**config.mk**
```make
export PLATFORM = sky130hd
export DESIGN_NAME = led_pattern_scheduler
export DESIGN_NICKNAME = d
export VERILOG_FILES = /design/src/rtl/led_seq_pkg.sv /design/src/rtl/tick_prescaler.sv /design/src/rtl/led_pattern_scheduler.sv
export SDC_FILE = /design/constraint.sdc
export NUM_CORES = 1
export LEC_CHECK = 0
export ABC_AREA = 1
export BUFFER_PORTS_ARGS = -buffer_cell sky130_fd_sc_hd__buf_2
export CAP_MARGIN = 10
export CORE_ASPECT_RATIO = 1.25
export CORE_UTILIZATION = 50
export CTS_BUF_LIST = sky130_fd_sc_hd__clkbuf_16
export DETAILED_ROUTE_END_ITERATION = 12
export PLACE_DENSITY = 0.78
export SLEW_MARGIN = 0
export SYNTH_ARGS = -nofsm -noshare
export SYNTH_HDL_FRONTEND = slang
export SYNTH_SLANG_ARGS = --single-unit
```
**constraint.sdc**
```tcl
create_clock -name Clk50M -period 1.45 [get_ports Clk50M]
set_input_delay 0.29 -clock Clk50M [delete_from_list [all_inputs] [get_ports Clk50M]]
set_output_delay 0.29 -clock Clk50M [all_outputs]
set_load 0.05 [all_outputs]
```
**src/rtl/led_seq_pkg.sv**
```systemverilog
// Shared definitions for the LED pattern scheduler.
// Holds the FSM state encoding, the pattern mode codes and the pattern
// that each mode starts from when a configuration is loaded.
package led_seq_pkg;

   typedef enum logic [1:0] {
      ST_IDLE = 2'd0,
      ST_LOAD = 2'd1,
      ST_RUN  = 2'd2
   } state_t;

   localparam logic [1:0] MODE_BLINK  = 2'b00;
   localparam logic [1:0] MODE_SHIFT  = 2'b01;
   localparam logic [1:0] MODE_BOUNCE = 2'b10;
   localparam logic [1:0] MODE_COUNT  = 2'b11;

   localparam logic [3:0] INIT_BLINK  = 4'b1111;
   localparam logic [3:0] INIT_SHIFT  = 4'b0001;
   localparam logic [3:0] INIT_BOUNCE = 4'b0001;
   localparam logic [3:0] INIT_COUNT  = 4'b0000;

   // Starting LED value for a freshly loaded pattern.
   function automatic logic [3:0] init_pattern(input logic [1:0] mode);
      logic [3:0] pat;
      case (mode)
         MODE_BLINK:  pat = INIT_BLINK;
         MODE_SHIFT:  pat = INIT_SHIFT;
         MODE_BOUNCE: pat = INIT_BOUNCE;
         default:     pat = INIT_COUNT;
      endcase
      return pat;
   endfunction

endpackage

```
**src/rtl/tick_prescaler.sv**
```systemverilog
// Free-running tick prescaler.
// Ports:
//   Clk50M - system clock
//   Rst    - synchronous active-high reset
//   en     - count enable
//   clr    - synchronous clear, wins over en
//   tick   - one-cycle pulse while the counter sits at TICK_DIV-1
module tick_prescaler #(
   parameter int TICK_DIV = 25_000_000
) (
   input  logic Clk50M,
   input  logic Rst,
   input  logic en,
   input  logic clr,
   output logic tick
);

   localparam int CW = $clog2(TICK_DIV);
   localparam logic [CW-1:0] LAST = CW'(TICK_DIV - 1);

   logic [CW-1:0] cnt_q;
   logic [CW-1:0] cnt_d;

   always_comb begin
      cnt_d = cnt_q;
      if (clr) begin
         cnt_d = '0;
      end else if (en) begin
         cnt_d = (cnt_q == LAST) ? '0 : cnt_q + 1'b1;
      end
   end

   always_ff @(posedge Clk50M) begin
      if (Rst) begin
         cnt_q <= '0;
      end else begin
         cnt_q <= cnt_d;
      end
   end

   assign tick = en && (cnt_q == LAST);

endmodule

```
**src/rtl/led_pattern_scheduler.sv**
```systemverilog
// Four-LED pattern scheduler.
// Runs one of four patterns (BLINK, SHIFT, BOUNCE, COUNT), advancing one
// step every period_eff prescaler ticks. A configuration is taken over a
// valid/ready handshake; stop blanks the LEDs and returns to idle.
// Ports:
//   Clk50M, Rst          - clock and synchronous active-high reset
//   cfg_valid/cfg_ready  - configuration handshake
//   cfg_mode, cfg_period - pattern select and ticks per step (0 acts as 1)
//   stop                 - halt request, blanks the LEDs
//   busy                 - a pattern is loaded or running
//   step_pulse           - high in the cycle led shows a new step value
//   led                  - LED drive, 1 = on
module led_pattern_scheduler
   import led_seq_pkg::*;
#(
   parameter int TICK_DIV = 25_000_000,
   parameter int NUM_LED  = 4          // only 4 is supported
) (
   input  logic               Clk50M,
   input  logic               Rst,
   input  logic               cfg_valid,
   output logic               cfg_ready,
   input  logic [1:0]         cfg_mode,
   input  logic [3:0]         cfg_period,
   input  logic               stop,
   output logic               busy,
   output logic               step_pulse,
   output logic [NUM_LED-1:0] led
);

   state_t             state_q, state_d;
   logic [1:0]         mode_q, mode_d;
   logic [3:0]         period_q, period_d;
   logic [3:0]         step_cnt_q, step_cnt_d;
   logic [NUM_LED-1:0] led_q, led_d;
   logic               dir_up_q, dir_up_d;
   logic               busy_q, busy_d;
   logic               pulse_q, pulse_d;

   logic               accept;
   logic               tick;
   logic               presc_clr;
   logic [NUM_LED-1:0] led_step;

   assign cfg_ready = (state_q != ST_LOAD) && !stop;
   assign accept    = cfg_valid && cfg_ready;

   // Prescaler only runs in RUN; any restart or stop zeroes it so the first
   // step of a new pattern lands a full period after the load.
   assign presc_clr = stop || accept || (state_q != ST_RUN);

   tick_prescaler #(
      .TICK_DIV(TICK_DIV)
   ) u_presc (
      .Clk50M(Clk50M),
      .Rst   (Rst),
      .en    (state_q == ST_RUN),
      .clr   (presc_clr),
      .tick  (tick)
   );

   // Next LED value for the current mode.
   always_comb begin
      case (mode_q)
         MODE_BLINK:  led_step = ~led_q;
         MODE_SHIFT:  led_step = {led_q[2:0], led_q[3]};
         MODE_BOUNCE: led_step = dir_up_q ? (led_q << 1) : (led_q >> 1);
         default:     led_step = led_q + 1'b1;
      endcase
   end

   always_comb begin
      state_d    = state_q;
      mode_d     = mode_q;
      period_d   = period_q;
      step_cnt_d = step_cnt_q;
      led_d      = led_q;
      dir_up_d   = dir_up_q;
      busy_d     = busy_q;
      pulse_d    = 1'b0;

      if (stop) begin
         state_d    = ST_IDLE;
         led_d      = '0;
         busy_d     = 1'b0;
         step_cnt_d = '0;
         dir_up_d   = 1'b1;
      end else if (accept) begin
         // Restart: the old pattern takes no further step.
         state_d    = ST_LOAD;
         mode_d     = cfg_mode;
         period_d   = (cfg_period == 4'd0) ? 4'd1 : cfg_period;
         step_cnt_d = '0;
         busy_d     = 1'b1;
      end else begin
         case (state_q)
            ST_LOAD: begin
               state_d    = ST_RUN;
               busy_d     = 1'b1;
               step_cnt_d = '0;
               led_d      = init_pattern(mode_q);
               dir_up_d   = 1'b1;
            end
            ST_RUN: begin
               if (tick) begin
                  if (step_cnt_q == period_q - 4'd1) begin
                     step_cnt_d = '0;
                     led_d      = led_step;
                     pulse_d    = 1'b1;
                     // Bounce turns around on the end LEDs without repeating them.
                     if (led_step == 4'b1000) dir_up_d = 1'b0;
                     if (led_step == 4'b0001) dir_up_d = 1'b1;
                  end else begin
                     step_cnt_d = step_cnt_q + 4'd1;
                  end
               end
            end
            default: ;
         endcase
      end
   end

   always_ff @(posedge Clk50M) begin
      if (Rst) begin
         state_q    <= ST_IDLE;
         mode_q     <= '0;
         period_q   <= '0;
         step_cnt_q <= '0;
         led_q      <= '0;
         dir_up_q   <= 1'b1;
         busy_q     <= 1'b0;
         pulse_q    <= 1'b0;
      end else begin
         state_q    <= state_d;
         mode_q     <= mode_d;
         period_q   <= period_d;
         step_cnt_q <= step_cnt_d;
         led_q      <= led_d;
         dir_up_q   <= dir_up_d;
         busy_q     <= busy_d;
         pulse_q    <= pulse_d;
      end
   end

   assign led        = led_q;
   assign busy       = busy_q;
   assign step_pulse = pulse_q;

endmodule

```
==> impl_metrics.csv, run 1 <==
group,metric,value,unit
outcome,status,"complete, but fails checks",
outcome,violations,"setup timing",
sta,setup_viol,27,
cts,root_buffer,"clkbuf_16",
drt,drc_errors,0,
synth,yosys_warnings,0,
synth,ys_seq_area_share,35.8,%
power_and_ir_drop,powerDensity,699,mW/mm^2
cts,cts_inserted_buffers,5,
synth,yosysUniqueCellTypes,26,
drt,routed_via_density,5.27,
synth,ys.flop_type,"dfxtp_1",
final_layout,areaGrowthSynthToFinish,51.8,%
synth,syn-num-nets,403,
drt,first_pass_iters,4,
floorplanning,design.core.area,0.00473,sq mm
power_and_ir_drop,clockPowerShare,41.3,%
flow_run,maxCapViolCount,0,
drt,vias,2810,
setup_path,crit_type,"reg2reg",
setup_path,crit_required,1.63,ns
synth,netlist_instances,387,
synth,syn_avg_cell_area,6.35,sq um
drt,wire_per_inst,14.0,um
sta,period_share,115,%
final_layout,nets,489,
sta,finalHoldViolations,0,
final_layout,finalNonFillerCells,533,
synth,yosys-top-cells-count,"104 x nand2_1, 61 x nor2_1, 57 x inv_1, 44 x dfxtp_1, 25 x nand3_1",
synth,yosys.cell_count.top_type,"nand2_1",
power_and_ir_drop,p_leak,1.62,nW
synth,netlist_area,0.00246,sq mm
synth,synth_top_area_share,35.8,%
place,place_inst,501,
sta,worst_slack,-0.225,ns
sta,finalClockSkew,0.00603,ns
synth,synth-edff-count,0,
place,place_hpwl,4.35,mm
floorplanning,die_area,0.00520,sq mm
setup_path,cp-start-kind,"flip-flop",
global_routing,grt_pass1_vias,2535,
floorplanning,die_y,80.4,um
global_routing,grt_pass1_wl,10.3,mm
final_layout,antennaDiodeCount,0,
setup_path,arrival,1.85,ns
floorplanning,io_pins,17,
setup_path,crit_fanout,8,
place,pre_cts_ws,-0.174,ns
min_path,hp-class,"in2reg",
floorplanning,initial_core_util,52.0,%
global_routing,grt_max_degree,13,
power_and_ir_drop,netSwitchingPower,0.644,mW
drt,ant_nets,0,
synth,async_flop_share,0,%
floorplanning,rows,28,
power_and_ir_drop,p_seq_share,47.6,%
drt,drt_iter0_markers,144,
synth,synth-seq-cells,44,
sta,slew_headroom,79.5,%
setup_path,cp-end-kind,"flip-flop",
final_layout,drive_gt1_share,43.6,%
sta,finalMaxSlewViolations,0,
cts,clockBufferDepth,2,
power_and_ir_drop,power,2.61,mW
cts,cts_tree,"built",
floorplanning,die_w,64.7,um
place,io_buffers,16,
cts,clk_pin_slew,0.06,ns
global_routing,grt-ovfl-total,0,
cts,cts.sinks,44,
sta,fmax,597,MHz
synth,yosysTopAreaCell,"dfxtp_1",
global_routing,antenna_found_initial,0,
power_and_ir_drop,swShare,24.7,%
power_and_ir_drop,ir_drop,0.762,mV
sta,whs,0.188,ns
cts,cts_max_level,2,
cts,clk_latency,0.28,ns
synth,synth_area_leaders,"dfxtp_1 36%, nand2_1 16%, nor2_1 9.3%",
sta,finalCriticalPeriod,1.67,ns
sta,rsz0062_at_grt,"yes",
sta,worst_slew_pin_slew,0.305,ns
power_and_ir_drop,internal_power,1.96,mW
global_routing,track_usage,25.7,%
place,place_congestion,0.914,
drt,wl,7.47,mm
power_and_ir_drop,share_comb_of_total_power,11.1,%
## worst max-delay path: stages (launching register included)
cell	delay, ns
dfxtp_2	0.33
inv_2	0.05
ha_4	0.25
xor2_1	0.13
nand2_1	0.07
nor2_1	0.08
nand2_1	0.08
nand2_2	0.10
nand2_4	0.06
nor2_4	0.20
nand2_1	0.10
nand2_1	0.07
nor2_1	0.04
## cells by family (layout without fill, tap and decap cells)
family / after synthesis / in the layout / share of synthesized area [%]
and+or+nand+nor: 223 / 223 / 39.2
adders and majority gates: 6 / 6 / 3.05
DFF: 44 / 44 / 35.8
AOI/OAI and AO/OA: 42 / 42 / 9.16
buffers and inverters: 65 / 151 / 10.2
xor gates and xnor gates: 7 / 7 / 2.49
## power by group through the flow
stage / registers [mW] / clock network, mW / logic [mW]
finish: 1.24 / 1.08 / 0.290
global route: 1.24 / 1.13 / 0.324
CTS: 1.24 / 1.08 / 0.268
detailed placement: 1.27 / 0 / 0.255
global placement: 1.27 / 0 / 0.250
floorplan: 1.27 / 0 / 0.166
## worst paths after layout
kind | start | end | slack, ns | cells after the start
worst max-delay path | period_q[0] | led[2] | -0.22 | 12
worst max register to register | period_q[0] | led[2] | -0.22 | 12
worst min-delay path | Rst | period_q[0] | 0.19 | 2
worst min register to register | u_presc.cnt_q[19] | u_presc.cnt_q[19] | 0.46 | 2
## what timing repair did
item / in CTS / in global routing
gates resized for setup: 43 / 96
pin swaps: 18 / 43
buffers inserted: 12 / 14
gates cloned: 0 / 1
hold buffers: 0 / 0
setup endpoints to repair: 23 / 34
## routing by layer
layer,up-vias,global-route usage [%],wire (um)
met4,0,12.2,359
met1,1305,24.0,2720
met5,-,0,0
met2,76,52.1,4110
met3,33,4.26,271
li1,1396,-,-
## cells in the final DEF, fill, tap and decap left out, drive strengths merged
| cell | n |
|---|---|
| o21bai | 3 |
| o21ai | 17 |
| xor2 | 5 |
| buf | 84 |
| a211oi | 2 |
| xnor2 | 2 |
| nor3 | 13 |
| ha | 6 |
| clkinv | 2 |
| nor4 | 2 |
| o21a | 1 |
| nand2 | 106 |
| a21oi | 19 |
| inv | 60 |
| dfxtp | 44 |
| nor2 | 66 |
| or2 | 2 |
| clkbuf | 5 |
| nand4 | 8 |
| nand3 | 26 |
## flip-flops by register name, indices dropped and copies added (netlist names), 2 cells and up
name,cells
period_q,4
state_q,2
step_cnt_q,4
u_presc.cnt_q,25
mode_q,2
led,4
## cell type report
type / instances / area [sq um]
inverter: 59 / 241
timing repair buffer: 84 / 658
tap: 60 / 75.1
multi-input combinational: 278 / 1700
sequential: 44 / 910
clock inverter: 2 / 8.76
clock buffer: 5 / 125
fill: 316 / 1000
timing repair inverter: 1 / 8.76
## metrics by stage
stage	area [sq um]	utilization, %	TNS (ns)
final	3730	78.9	-2.20
after global routing	3730	78.9	-5.00
after CTS	3300	69.8	-0.816
after detailed placement	2960	62.7	-1.84
after global placement	2960	62.7	-1.06
after floorplan	2510	-	-1.78
Power figures use the tool's default switching activity.
==> run 2, diff against run 1 <==
SKIP_LAST_GASP = 1   (was not set)
==> run 2 against run 1 <==
- hold slack is essentially flat
- sequential power is essentially flat
- via count grew 0.60%
- first-iteration DRC count grew 60%
- the run still ends with setup timing left
- largest cell class unchanged
- power grew 0.19%
- critical endpoint unchanged
- clock power is essentially flat
- routed wire length grew 2.9%
- final area is essentially flat
- die area is the same
- critical path depth is the same
==> impl_metrics.csv, run 2 (synthesis results as in run 1) <==
group,metric,value,unit
setup_path,cp-end-kind,"flip-flop",
power_and_ir_drop,powerDensity,700,mW/mm^2
power_and_ir_drop,ir_drop,0.787,mV
drt,ant_nets,0,
cts,cts_max_level,2,
power_and_ir_drop,swShare,24.8,%
sta,finalCriticalPeriod,1.66,ns
floorplanning,die_area,0.00520,sq mm
cts,cts_tree,"built",
place,place_congestion,0.914,
setup_path,arrival,1.84,ns
setup_path,rr_worst_depth,12,
sta,worst_slack,-0.208,ns
global_routing,grt_use_met2,51.2,%
setup_path,critPathMostFrequentCell,"nand2_1",
floorplanning,design.core.area,0.00473,sq mm
setup_path,path_cells,"inv_2 > ha_4 > xor2_1 > nand2_1 > nor2_1 > nand2_1 > nand2_2 > nand2_4 > nor2_4 > nand2_1 > nand2_1 > nor2_1",
setup_path,timing.rr.start,"period_q[0]",
drt,drc_errors,0,
power_and_ir_drop,p_seq_share,47.5,%
place,io_buffers,16,
setup_path,cp-start-kind,"flip-flop",
flow_run,maxCapViolCount,0,
drt,wire_per_inst,14.4,um
final_layout,fin_util,78.8,%
global_routing,grt_pass1_wl,10.2,mm
sta,period_share,114,%
global_routing,met1_usage,24.2,%
setup_path,r2r_slack,-0.21,ns
floorplanning,die_w,64.7,um
floorplanning,die_y,80.4,um
final_layout,antennaDiodeCount,0,
sta,finalClockSkew,0.00532,ns
cts,postCtsHoldBufs,0,
floorplanning,rows,28,
sta,fmax,603,MHz
cts,clockBufferDepth,2,
drt,first_pass_iters,4,
final_layout,final_cell_mix,"82 x nand2_1, 57 x buf_4, 45 x inv_1",
place,dpl_cell_area,0.00296,sq mm
sta,rsz0062_at_grt,"yes",
min_path,min_path_cells,2,
global_routing,grt_max_degree,13,
outcome,status,"complete, but fails checks",
cts,root_buffer,"clkbuf_16",
power_and_ir_drop,clockPowerShare,41.4,%
sta,finalMaxSlewViolations,0,
final_layout,layout_commonest_cell,"nand2_1",
final_layout,finalNonFillerCells,533,
setup_path,slowest_stage,"dfxtp_2",
final_layout,areaGrowthSynthToFinish,51.7,%
place,place_inst,501,
place,pre_cts_ws,-0.174,ns
sta,worst_slew_pin_slew,0.314,ns
sta,finalHoldViolations,0,
final_layout,drive_gt1_share,42.7,%
global_routing,grt-ovfl-total,0,
final_layout,nets,489,
floorplanning,initial_core_util,52.0,%
cts,cts.sinks,44,
setup_path,crit_type,"reg2reg",
drt,drt_iter0_markers,230,
power_and_ir_drop,share_comb_of_total_power,11.2,%
final_layout,top_register,"u_presc.cnt_q",
sta,setup_viol,29,
cts,clk_latency,0.29,ns
power_and_ir_drop,p_leak,1.65,nW
min_path,min_from,"Rst",
outcome,violations,"setup timing",
setup_path,slowest_delay,0.33,ns
cts,cts_inserted_buffers,5,
final_layout,largest_reg_flops,25,
floorplanning,io_pins,17,
global_routing,grt_pass1_vias,2523,
final_layout,multiInputGateArea,0.00171,sq mm
setup_path,r2r_end,"led[2]",
drt,routed_via_density,5.30,
final_layout,layout.area.seq,910,sq um
global_routing,track_usage,25.5,%
final_layout,n_fill_cell,314,
final_layout,stdcell_area,0.00373,sq mm
sta,whs,0.188,ns
cts,clk_pin_slew,0.06,ns
setup_path,crit_fanout,8,
global_routing,grt-busiest-layer,"met2",
global_routing,grt_use_met3,4.26,%
power_and_ir_drop,netSwitchingPower,0.648,mW
place,place_hpwl,4.35,mm
setup_path,crit_required,1.63,ns
drt,vias,2827,
global_routing,antenna_found_initial,0,
min_path,hp-class,"in2reg",
min_path,hold_end,"period_q[0]",
sta,slew_headroom,78.8,%
power_and_ir_drop,internal_power,1.96,mW
drt,wl,7.68,mm
[run 2: cell type report]
class	instances	share of cell area, %
clock buffers	5	3.36
clock inverters	2	0.235
inverters	59	6.48
multi-input cells	278	45.7
flip-flops and latches	44	24.4
well taps	60	2.01
repair buffers	84	17.6
repair inverters	1	0.235
[run 2: power groups by stage]
stage,registers [mW],clock network [mW],logic (mW)
floorplan,1.27,0,0.166
global placement,1.27,0,0.250
detailed placement,1.27,0,0.255
CTS,1.24,1.08,0.268
global route,1.24,1.13,0.326
finish,1.24,1.08,0.291
[run 2: what timing repair did]
action / 4_1_cts / 5_1_grt
buffers inserted: 12 / 14
cloned: 0 / 1
gates resized for setup: 38 / 100
pin swaps: 18 / 48
setup endpoints to repair: 23 / 33
[run 2: worst max-delay path: cells and delay by family, from the launching register on]
family	cells	cell delay (ns)
buffers and inverters	1	0.05
and+or+nand+nor	9	0.79
xor gates and xnor gates	1	0.13
adders and majority gates	1	0.25
DFF	1	0.33
[run 2: layer usage]
layer | vias up | routed length (um)
li1 | 1388 | -
met2 | 92 | 4200
met4 | 0 | 420
met1 | 1309 | 2760
met5 | - | 0
met3 | 38 | 308
[run 2: how the worst max path moves through the flow]
stage	end	slack [ns]	startpoint
detailed placement	dir_up_q	-0.17	period_q[1]
finish	led[2]	-0.21	period_q[0]
global placement	dir_up_q	-0.15	period_q[1]
global route	led[2]	-0.35	period_q[0]
floorplan	dir_up_q	-0.10	period_q[0]
CTS	led[1]	-0.16	period_q[0]
[run 2: per-stage QoR]
step	TNS, ns	total power [mW]
global route	-4.99	2.70
global placement	-1.06	1.52
finish	-2.41	2.61
CTS	-0.941	2.59
floorplan	-1.78	1.44
detailed placement	-1.84	1.52
